[src/rtl/fetch_unit.sv]
// fetch_unit: PC holder, instruction fetch and load/store request sequencer.
// Ports: CLK/nRST clock and async active-low reset; ihit/iload instruction
// response; dhit data completion; halt/memread/memwrite/jump/jrsig/beq/bne/
// alu_zero/jump_addr/jr_addr/imm16 control-unit decodes; iREN/iaddr instruction
// request; instr/pc to control unit; dREN/dWEN data request; halted sticky
// halt flag; retired completed-instruction count.
module fetch_unit #(
  parameter logic [31:0] PC_INIT = 32'h0000_0000
) (
  input  logic        CLK,
  input  logic        nRST,
  input  logic        ihit,
  input  logic [31:0] iload,
  input  logic        dhit,
  input  logic        halt,
  input  logic        memread,
  input  logic        memwrite,
  input  logic        jump,
  input  logic        jrsig,
  input  logic        beq,
  input  logic        bne,
  input  logic        alu_zero,
  input  logic [31:0] jump_addr,
  input  logic [31:0] jr_addr,
  input  logic [15:0] imm16,
  output logic        iREN,
  output logic [31:0] iaddr,
  output logic [31:0] instr,
  output logic [31:0] pc,
  output logic        dREN,
  output logic        dWEN,
  output logic        halted,
  output logic [31:0] retired
);
  typedef enum logic [1:0] {FETCH, MEM, HALTED} state_t;
  state_t state_q, state_d;
  logic [31:0] pc_q, pc_d, instr_q, instr_d, ret_q, ret_d, pc4, npc;
  logic        taken;
  assign pc4   = pc_q + 32'd4;
  assign taken = (beq && alu_zero) || (bne && !alu_zero);
  assign npc   = jrsig ? {jr_addr[31:2], 2'b00} :
                 jump  ? jump_addr :
                 taken ? pc4 + {{14{imm16[15]}}, imm16, 2'b00} : pc4;
  always_comb begin
    state_d = state_q;
    pc_d    = pc_q;
    instr_d = instr_q;
    ret_d   = ret_q;
    if (state_q == FETCH && ihit) begin
      if (halt) begin
        state_d = HALTED;
        ret_d   = ret_q + 32'd1;
      end else if (memread || memwrite) begin
        instr_d = iload;
        state_d = MEM;
      end else begin
        pc_d  = npc;
        ret_d = ret_q + 32'd1;
      end
    end else if (state_q == MEM && dhit) begin
      pc_d    = npc;
      ret_d   = ret_q + 32'd1;
      state_d = FETCH;
    end
  end
  always_ff @(posedge CLK or negedge nRST) begin
    if (!nRST) begin
      state_q <= FETCH;
      pc_q    <= PC_INIT;
      instr_q <= '0;
      ret_q   <= '0;
    end else begin
      state_q <= state_d;
      pc_q    <= pc_d;
      instr_q <= instr_d;
      ret_q   <= ret_d;
    end
  end
  // request strobes are gated with nRST so they drop the instant reset asserts
  assign iREN    = nRST && state_q == FETCH;
  assign dREN    = nRST && state_q == MEM && memread;
  assign dWEN    = nRST && state_q == MEM && memwrite;
  assign instr   = state_q == FETCH ? iload : instr_q;
  assign halted  = state_q == HALTED;
  assign pc      = pc_q;
  assign iaddr   = pc_q;
  assign retired = ret_q;
endmodule

[config.mk]
export PLATFORM = sky130hd
export DESIGN_NAME = fetch_unit
export DESIGN_NICKNAME = d
export VERILOG_FILES = /design/src/rtl/fetch_unit.sv
export SDC_FILE = /design/constraint.sdc
export NUM_CORES = 1
export LEC_CHECK = 0
export ABC_AREA = 1
export BUFFER_PORTS_ARGS = -buffer_cell sky130_fd_sc_hd__buf_4
export CORE_MARGIN = 2
export CORE_UTILIZATION = 54
export CTS_CLUSTER_DIAMETER = 40
export DETAILED_ROUTE_END_ITERATION = 10
export PLACE_DENSITY = 0.85
export SLEW_MARGIN = 20
export SYNTH_ARGS = -nofsm -noshare
export SYNTH_HDL_FRONTEND = slang
export SYNTH_SLANG_ARGS = --single-unit
[constraint.sdc]
create_clock -name CLK -period 3.23 [get_ports CLK]
set_clock_uncertainty 0.15 [all_clocks]
set_input_delay 0.646 -clock CLK [delete_from_list [all_inputs] [get_ports CLK]]
set_output_delay 0.646 -clock CLK [all_outputs]
set_load 0.005 [all_outputs]
==> results.cfg <==
[route]
via_per_inst = 5.535
drc = 0
dr.pass1.iters = 5
drt_iter0_drc = 1101
wl_per_cell_um = 16.84
drtAntennaViolNets = 0
vias = 10307
wl_um = 31360

[timing]
hold_viol_final = 0
rsz0062_at_grt = true
fin_ws_ns = 0.06906
post-route-min-period_ns = 3.161
final-setup-viol-count = 0
worst_pin_slew_ns = 0.8563
slew_violations = 0
fmax_ghz = 0.3164
period_share_pct = 97.86
max-slew-margin-rel_pct = 42.83

[synthesis]
yosys-top-cells-area = dfrtp_1 (28%), nand2_1 (19%), inv_1 (8.8%), ha_1 (5.4%), nor2_1 (5.1%)
synthCells = 1398
netlist_area_um2 = 8841
synth_commonest_cells = nand2_1 (445), inv_1 (207), nor2_1 (119)
synth-edff-count = 0
synth_cell_type_count = 42
ys_ff_latch = 98
yosysTopAreaCell = dfrtp_1
async_reset_ff_share_pct = 100.0
yosysWarnings = 0
synth_nets = 1561
synth_flop_cell = dfrtp_1
seq_area_frac_synth_pct = 27.74
synth_top_area_share_pct = 27.74
yosysMostFrequentCell = nand2_1
synth.avg_cell_area_um2 = 6.324

[place]
hpwl_um = 24330
routabilityCongestion = 1.081
preCtsSetupSlack_ns = 0.05721
placedInstanceArea_um2 = 10920
portBuffers = 253

[cts]
cts-root-buf = clkbuf_16
clk_pin_slew_ns = 0.08
insertion_delay_ns = 0.36
cts_tree = built
clk_path_buf_depth = 2
numCtsBuffers = 9
clkSinkCount = 98
ctsHtreeMaxLevel = 3

[grt]
top_usage_layer = met2
grtUsageMet2_pct = 55.64
globalRouteMet3Util_pct = 5.536
overflow = 0
track_usage_pct = 34.46
grt_max_degree = 65
grt_use_met1_pct = 46.91
antenna_found_initial = 0
grt_pass1_wl_um = 48070
grt_pass1_vias = 9343

[die]
coreArea_um2 = 15940
die_h_um = 132.0
die_w_um = 132.0
start_util_pct = 55.45
rows = 46
ios = 256
dieArea_um2 = 17410

[cells_and_area]
n_antenna_cell = 0
final_nets = 1804
multiInputGateArea_um2 = 5535
seq_area_um2 = 2467
final_cell_area_um2 = 11650
fillCellCount = 1327
drive_gt1_share_pct = 26.85
area_delta_synth_final_pct = 31.73

[worst_setup_path]
startpoint = iaddr[3]$_DFFE_PN0P_
required_ns = 3.30
critPathCaptureType = flip-flop
arrival_ns = 3.23
worst-setup-path-type = flip-flop to flip-flop
startpoint_type = flip-flop
r2r_start = iaddr[3]$_DFFE_PN0P_
critical_path.max_fanout = 5

[power_and_ir_drop]
power_density_nw_per_um2 = 307.2
leakage_nw = 6.208
ir_drop_mv = 0.2636
power_mw = 3.578

[flow_run]
drv_cap = 0

[outcome]
status = completed

[min_path]
min_from = iload[10]
worstHoldPathType = primary input to flip-flop
[cell type report]
cell class | count | share of cell area, %
multi-input cells | 1014 | 47.53
flip-flops and latches | 98 | 21.19
repair buffers | 297 | 19.27
inverters | 221 | 7.123
well taps | 216 | 2.321
clock buffers | 10 | 2.052
clock inverters | 6 | 0.5157
[sequential cells by signal (all words and copies together) (netlist names)]
signal,count
iaddr,32
instr_q,32
retired,32
state_q,2
[critical path, stage by stage (launching register included)]
cell     delay (ns)
dfrtp_2        0.45
ha_2           0.21
nand2_2        0.09
nor2_4         0.05
buf_4          0.13
buf_4          0.14
xnor2_1        0.12
inv_1          0.07
ha_1           0.36
nand2_1        0.13
nor2_2         0.20
nand2_1        0.11
nand2_2        0.12
nand2_1        0.08
nand2_1        0.09
nand2_1        0.08
nand3_1        0.08
nand3_1        0.16
nand2_1        0.13
a21oi_1        0.07
[stage by stage]
| step | TNS (ns) | hold slack [ns] | std cells | util (%) |
|---|---|---|---|---|
| final | 0 | 0.3460 | 1862 | 73.05 |
| after global routing | -0.6585 | 0.3520 | 1862 | 73.05 |
| after CTS | 0 | 0.3466 | 1855 | 70.47 |
| after detailed placement | 0 | 0.3484 | 1838 | 68.50 |
| after global placement | 0 | 0.3447 | 1838 | 68.50 |
| after floorplan | 0 | 0.2004 | 1398 | - |
[power by group]
part           leakage (nW)  switching [mW]  internal, mW
clock                 0.140           0.547         0.563
combinational          4.93           0.647         0.473
sequential             1.14          0.0661          1.28
[final timing paths]
path	endpoint	depth (start not counted)	slack, ns
min reg2reg	state_q[1]$_DFFE_PN0P_	2	0.36
max	iaddr[25]$_DFFE_PN0P_	19	0.07
max reg2reg	iaddr[25]$_DFFE_PN0P_	19	0.07
min	instr_q[10]$_DFFE_PN0P_	3	0.35
min in group asynchronous	instr_q[22]$_DFFE_PN0P_	2	0.52
max in group asynchronous	iaddr[16]$_DFFE_PN0P_	4	0.93
[logic make-up (layout without fill, tap and decap cells)]
family | Yosys count | in the layout | synth area share [%]
buf+inv | 286 | 534 | 13.56
flops | 98 | 98 | 27.74
compound gates | 187 | 187 | 12.09
mux | 1 | 1 | 0.1132
simple gates | 739 | 739 | 36.06
fa+ha+maj | 39 | 39 | 5.604
xor+xnor | 48 | 48 | 4.840
[timing repair]
item                                   in CTS  in global routing
buffers inserted                            0                  7
endpoints found under the hold margin      13                  0
pin swaps                                   0                 17
cloned                                      0                  0
gates resized for setup                     1                 97
setup endpoints to repair                   1                 21
hold buffers                                1                  0
[metal layers]
layer / share of wire, % / up-vias
li1: - / 4892
met1: 40 / 4730
met2: 47 / 573
met3: 9.2 / 112
met4: 3.6 / 0
met5: 0 / -
[placed cells by master (no fill, tap or decap), types with 17 or more instances in the layout]
cell,n
o21ai_0,86
ha_1,32
nor2_1,101
inv_1,205
nand4_1,23
nand2_2,25
nand2_1,425
dfrtp_1,86
nand3_1,84
a221oi_1,21
buf_4,295
xor2_1,28
a21oi_1,41
nor2_2,17
No activity file was read; power rests on OpenSTA's default activity.
